==> src/rtl/systolic_ctrl.sv <==
// systolic_ctrl: sequences an NxN systolic MAC array through one tile.
// It streams operands k = 0..k_len-1 from the A/B read ports into the array
// edges with a diagonal skew, pulses the accumulator clear, waits for the
// wavefront to flush, then drains the N result rows over valid/ready.
// Ports:
//   clk_i, rst_ni                  clock, synchronous active-low reset
//   start_i, k_len_i               tile start and reduction length (IDLE only)
//   row_mask_i, col_mask_i         active rows/columns, latched with start_i
//   busy_o, done_o                 tile in progress / one-cycle end pulse
//   a_rd_*, b_rd_*                 operand read strobes, addresses, data (1-cycle latency)
//   arr_act_o, arr_wgt_o           skewed west-edge activations / north-edge weights
//   arr_en_o, arr_row_en_o,
//   arr_col_en_o, arr_clr_o        array enables and accumulator clear
//   drain_sel_o, out_valid_o,
//   out_ready_i                    result row drain handshake
// Build option: define ZERO_GATE_EN to also drop a lane's enable while its
// skewed operand is zero.
module systolic_ctrl #(
  parameter int N  = 8,
  parameter int DW = 8,
  parameter int KW = 8,
  localparam int SW = (N > 1) ? $clog2(N) : 1
) (
  input  logic            clk_i,
  input  logic            rst_ni,
  input  logic            start_i,
  input  logic [KW-1:0]   k_len_i,
  input  logic [N-1:0]    row_mask_i,
  input  logic [N-1:0]    col_mask_i,
  output logic            busy_o,
  output logic            done_o,
  output logic            a_rd_en_o,
  output logic            b_rd_en_o,
  output logic [KW-1:0]   a_rd_addr_o,
  output logic [KW-1:0]   b_rd_addr_o,
  input  logic [N*DW-1:0] a_rd_data_i,
  input  logic [N*DW-1:0] b_rd_data_i,
  output logic [N*DW-1:0] arr_act_o,
  output logic [N*DW-1:0] arr_wgt_o,
  output logic            arr_en_o,
  output logic [N-1:0]    arr_row_en_o,
  output logic [N-1:0]    arr_col_en_o,
  output logic            arr_clr_o,
  output logic [SW-1:0]   drain_sel_o,
  output logic            out_valid_o,
  input  logic            out_ready_i
);
  localparam int FW = $clog2(2 * N);
  typedef enum logic [2:0] {IDLE, FEED, FLUSH, DRAIN, DONE} state_t;
  state_t        state_q;
  logic [KW-1:0] k_len_q, addr_q;
  logic [N-1:0]  row_mask_q, col_mask_q;
  logic [FW-1:0] fcnt_q;
  logic [SW-1:0] sel_q;
  logic          busy_q, done_q, rd_en_q, dv_q, clr_q, en_q, valid_q;
  always_ff @(posedge clk_i) begin
    if (!rst_ni) begin
      state_q    <= IDLE;
      k_len_q    <= '0;
      addr_q     <= '0;
      row_mask_q <= '0;
      col_mask_q <= '0;
      fcnt_q     <= '0;
      sel_q      <= '0;
      busy_q     <= 1'b0;
      done_q     <= 1'b0;
      rd_en_q    <= 1'b0;
      dv_q       <= 1'b0;
      clr_q      <= 1'b0;
      en_q       <= 1'b0;
      valid_q    <= 1'b0;
    end else begin
      dv_q  <= rd_en_q;
      // The first FEED cycle is the only one with address 0, so clear lands one cycle later.
      clr_q <= state_q == FEED && addr_q == '0;
      // Enable opens the cycle after clear and closes with the last FLUSH cycle.
      en_q  <= clr_q | (en_q & !(state_q == FLUSH && fcnt_q == FW'(2 * N - 1)));
      case (state_q)
        IDLE: if (start_i) begin
          k_len_q    <= k_len_i;
          row_mask_q <= row_mask_i;
          col_mask_q <= col_mask_i;
          busy_q     <= 1'b1;
          if (k_len_i == '0) begin
            done_q  <= 1'b1;
            state_q <= DONE;
          end else begin
            rd_en_q <= 1'b1;
            state_q <= FEED;
          end
        end
        FEED: if (addr_q == k_len_q - KW'(1)) begin
          rd_en_q <= 1'b0;
          addr_q  <= '0;
          state_q <= FLUSH;
        end else begin
          addr_q <= addr_q + KW'(1);
        end
        FLUSH: if (fcnt_q == FW'(2 * N - 1)) begin
          fcnt_q  <= '0;
          valid_q <= 1'b1;
          state_q <= DRAIN;
        end else begin
          fcnt_q <= fcnt_q + FW'(1);
        end
        DRAIN: if (out_ready_i) begin
          if (sel_q == SW'(N - 1)) begin
            sel_q   <= '0;
            valid_q <= 1'b0;
            done_q  <= 1'b1;
            state_q <= DONE;
          end else begin
            sel_q <= sel_q + SW'(1);
          end
        end
        DONE: begin
          done_q  <= 1'b0;
          busy_q  <= 1'b0;
          state_q <= IDLE;
        end
        default: state_q <= IDLE;
      endcase
    end
  end
  // Lane i: one capture register plus i skew stages, each with its own valid bit.
  genvar i;
  for (i = 0; i < N; i++) begin : g_lane
    logic [DW-1:0] ad_q [0:i];
    logic [DW-1:0] bd_q [0:i];
    logic [i:0]    v_q;
    always_ff @(posedge clk_i) begin
      if (!rst_ni) begin
        for (int s = 0; s <= i; s++) begin
          ad_q[s] <= '0;
          bd_q[s] <= '0;
        end
        v_q <= '0;
      end else begin
        ad_q[0] <= a_rd_data_i[i*DW +: DW];
        bd_q[0] <= b_rd_data_i[i*DW +: DW];
        v_q[0]  <= dv_q;
        for (int s = 1; s <= i; s++) begin
          ad_q[s] <= ad_q[s-1];
          bd_q[s] <= bd_q[s-1];
          v_q[s]  <= v_q[s-1];
        end
      end
    end
    assign arr_act_o[i*DW +: DW] = v_q[i] ? ad_q[i] : '0;
    assign arr_wgt_o[i*DW +: DW] = v_q[i] ? bd_q[i] : '0;
`ifdef ZERO_GATE_EN
    assign arr_row_en_o[i] = en_q & row_mask_q[i] & |arr_act_o[i*DW +: DW];
    assign arr_col_en_o[i] = en_q & col_mask_q[i] & |arr_wgt_o[i*DW +: DW];
`else
    assign arr_row_en_o[i] = en_q & row_mask_q[i];
    assign arr_col_en_o[i] = en_q & col_mask_q[i];
`endif
  end
  assign busy_o      = busy_q;
  assign done_o      = done_q;
  assign a_rd_en_o   = rd_en_q;
  assign b_rd_en_o   = rd_en_q;
  assign a_rd_addr_o = addr_q;
  assign b_rd_addr_o = addr_q;
  assign arr_en_o    = en_q;
  assign arr_clr_o   = clr_q;
  assign drain_sel_o = sel_q;
  assign out_valid_o = valid_q;
endmodule

==> config.mk <==
export PLATFORM = sky130hd
export DESIGN_NAME = systolic_ctrl
export DESIGN_NICKNAME = d
export VERILOG_FILES = /design/src/rtl/systolic_ctrl.sv
export SDC_FILE = /design/constraint.sdc
export NUM_CORES = 1
export LEC_CHECK = 0
export ABC_AREA = 1
export BUFFER_PORTS_ARGS = -buffer_cell sky130_fd_sc_hd__buf_2
export CAP_MARGIN = 20
export CORE_MARGIN = 2
export CORE_UTILIZATION = 40
export CTS_CLUSTER_DIAMETER = 40
export DETAILED_ROUTE_END_ITERATION = 10
export PLACE_DENSITY_LB_ADDON = 0.15
export SLEW_MARGIN = 20
export SYNTH_ARGS = -nofsm -noshare
export SYNTH_HDL_FRONTEND = slang
export SYNTH_SLANG_ARGS = --single-unit
==> constraint.sdc <==
create_clock -name clk_i -period 1.8 [get_ports clk_i]
set_input_delay 0.09 -clock clk_i [delete_from_list [all_inputs] [get_ports clk_i]]
set_output_delay 0.09 -clock clk_i [all_outputs]
set_load 0.05 [all_outputs]
==> impl_metrics.env <==
export IMPL_yosysWarnings=0
export IMPL_grt_max_degree=98
export IMPL_synth_top_cell_by_area="dfxtp_1"
export IMPL_path_clk_slew_ns=0.06
export IMPL_dieArea_mm2=0.0517
export IMPL_gp_congestion=0.764
export IMPL_cap_violations=0
export IMPL_cts_buffers=91
export IMPL_grt_pass1_wl_mm=63.8
export IMPL_ios=326
export IMPL_via_count=14675
export IMPL_placed_cell_area_mm2=0.0223
export IMPL_synth_area_leaders="dfxtp_1 (63%), nand2_1 (15%), inv_1 (14%)"
export IMPL_avgSynthCellArea_um2=8.12
export IMPL_grt_pass1_vias=13786
export IMPL_routedWlPerCell_um=10.7
export IMPL_yosys_register_bits=633
export IMPL_place_inst=3376
export IMPL_die_y_um=227
export IMPL_placementRows=81
export IMPL_drv_slew=0
export IMPL_ant_nets=0
export IMPL_cts_sinks=633
export IMPL_cts_buffer_depth=3
export IMPL_hold_path_class="input port to flip-flop"
export IMPL_drive_above_1_share_pct=17.9
export IMPL_period_needed_ns=1.73
export IMPL_finalSetupViolCount=0
export IMPL_syn_instance_count=2459
export IMPL_drc=0
export IMPL_slew_limit_headroom_pct=69.6
export IMPL_start_util_pct=40.7
export IMPL_synth_nets=2621
export IMPL_die_x_um=227
export IMPL_viasPerCell=3.94
export IMPL_synth_area_mm2=0.0200
export IMPL_routed_wl_mm=40.0
export IMPL_synth_cell_type_count=33
export IMPL_n_fill_cell=4573
export IMPL_syn_to_final_growth_pct=37.4
export IMPL_skew_ns=0.0152
export IMPL_grt_overflow=0
export IMPL_drtIter0Drc=561
export IMPL_period_share_pct=96.2
export IMPL_rsz0062_at_grt="yes"
export IMPL_finish_utilization_pct=55.9
export IMPL_worst_setup_path_type="flip-flop to flip-flop"
export IMPL_critPathArrivalTime_ns=2.28
export IMPL_total_power_w=0.0362
export IMPL_worstPathRequired_ns=2.35
export IMPL_hpwl_mm=25.2
export IMPL_cts_tree="done"
export IMPL_worst_path_max_fanout=3
export IMPL_cts_root_buf="clkbuf_16"
export IMPL_dr_pass1_iters=5
export IMPL_fmax_mhz=578
export IMPL_core_mm2=0.0491
export IMPL_endpoint_kind="flip-flop"
export IMPL_antenna_found_initial=2
export IMPL_synth_seq_area_share_pct=63.5
export IMPL_finalNonFillerCells=3728
export IMPL_clk_latency_ns=0.61
export IMPL_tightest_slew_ns=0.455
export IMPL_fin_nets=3152
export IMPL_power_leakage_nw=17.4
export IMPL_port_buffers=325
export IMPL_hold_violations=0
export IMPL_final_area_mm2=0.0274
export IMPL_grt_usage_pct=15.3
export IMPL_h_tree_depth=3
export IMPL_power_density_mw_per_mm2=1320
export IMPL_outcome="finished clean"
export IMPL_synth_top_area_share_pct=63.5
export IMPL_peakVddDrop_uv=796
export IMPL_worstSetupStartpointType="flip-flop"
## area by class of cell
type / count / area [um^2] / share of cell area [%]
inverter: 769 / 2890 / 10.5
tap: 664 / 831 / 3.03
clock buffer: 105 / 2430 / 8.87
clock inverter: 60 / 771 / 2.81
timing repair buffer: 542 / 3890 / 14.2
multi-input combinational: 953 / 3920 / 14.3
antenna: 2 / 5.00 / 0.0183
sequential: 633 / 12700 / 46.3
## flip-flops by register name (all words and copies together), names as in the netlist
| name | flops |
|---|---|
| state_q | 3 |
| a_rd_en_o | 1 |
| arr_clr_o | 1 |
| g_lane.v_q | 8 |
| done_o | 1 |
| fcnt_q | 4 |
| dv_q | 1 |
| a_rd_addr_o | 8 |
| busy_o | 1 |
| g_lane.ad_q | 288 |
| out_valid_o | 1 |
| col_mask_q | 8 |
| row_mask_q | 8 |
| g_lane.bd_q | 288 |
| drain_sel_o | 3 |
| k_len_q | 8 |
| arr_en_o | 1 |
## path summary, 6_finish.rpt
kind	start	to	slack [ns]	cells past startpoint
hold / removal	b_rd_data_i[58]	g_lane[7].bd_q[0][2]$_SDFF_PN0_	0.18	4
hold reg to reg	g_lane[7].ad_q[0][24]$_SDFF_PN0_	g_lane[7].ad_q[1][0]$_SDFF_PN0_	0.40	2
setup reg to reg	k_len_q[0]$_SDFFE_PN0P_	state_q[0]$_SDFFE_PN0P_	0.07	13
setup / recovery	k_len_q[0]$_SDFFE_PN0P_	state_q[0]$_SDFFE_PN0P_	0.07	13
## synthesized netlist by cell type, drive strengths merged
cell / count
nand2: 789
inv: 768
dfxtp: 633
buf: 64
nor2: 44
clkbuf: 40
nand3: 35
a21oi: 32
o21ai: 16
xor2: 9
ha: 6
nand4: 6
nor3: 6
xnor2: 2
a211oi: 1
a221oi: 1
clkinv: 1
nor3b: 1
o211a: 1
o211ai: 1
o31ai: 1
or2: 1
xnor3: 1
## worst max-delay path, cell delays in order (launching register included)
cell and delay (ns):
dfxtp_2 0.33, inv_2 0.05, ha_4 0.26, xor2_1 0.15, nand2_1 0.07, nor2_1 0.11, nand2_1 0.08, nor2_2 0.13
nand3_2 0.09, nand2_2 0.12, nand2_2 0.07, nand2_1 0.06, nand2_1 0.06, nor2_2 0.10
## cells in the final DEF, fill, tap and decap left out, types with 6 or more instances in the layout
cell           instances
nand2_1              786
xor2_1                 9
dfxtp_1              625
nand3_1               33
buf_4                 32
inv_8                 12
buf_2                308
inv_6                 11
a21oi_1               32
nor2_2                 6
buf_12                 9
nand4_1                6
o21ai_0               15
dfxtp_2                7
clkbuf_8               8
clkinvlp_4             9
clkinv_4               8
clkbuf_4               7
dlygate4sd3_1        181
clkbuf_16             92
bufinv_16              8
inv_1                764
nor2_1                37
## power breakdown
part	total, W	switching [W]	internal (W)
Clock	0.0181	0.00689	0.0112
Sequential	0.0150	0.000356	0.0146
Combinational	0.00319	0.00188	0.00131
Total	0.0362	0.00912	0.0271
## stage by stage
step / setup slack, ns / hold slack, ns / TNS (ns)
6_report: 0.0688 / 0.184 / 0
5_1_grt: -0.0501 / 0.179 / -0.413
4_1_cts: 0.00682 / 0.140 / 0
3_5_place_dp: 0.0785 / 0.274 / 0
3_3_place_gp: 0.0750 / 0.269 / 0
2_1_floorplan: 0.00646 / 0.188 / 0
## kinds of logic (layout without fill, tap and decap cells)
| group | count (synthesis) | after routing | synth area share (%) |
|---|---|---|---|
| flops | 633 | 633 | 63.5 |
| buf+inv | 873 | 1476 | 17.0 |
| xor+xnor | 12 | 12 | 0.596 |
| simple gates | 882 | 882 | 17.1 |
| fa+ha+maj | 6 | 6 | 0.376 |
| other cells | 0 | 2 | 0 |
| compound gates | 53 | 53 | 1.41 |
## routing by layer
layer	routed length, um	vias up	track usage, %
met3	2150	90	3.69
met1	17800	6440	18.1
met5	0	-	0
li1	-	7813	-
met2	18900	332	26.2
met4	1240	0	7.48
## repair_timing
| action | 4_1_cts | 5_1_grt |
|---|---|---|
| pin swaps | 0 | 6 |
| setup endpoints to repair | 64 | 46 |
| hold endpoints to repair | 248 | 0 |
| cloned | 0 | 2 |
| gates resized for setup | 13 | 26 |
| setup buffers | 0 | 2 |
| hold buffers | 181 | 0 |
(Power assumes the default switching activity.)
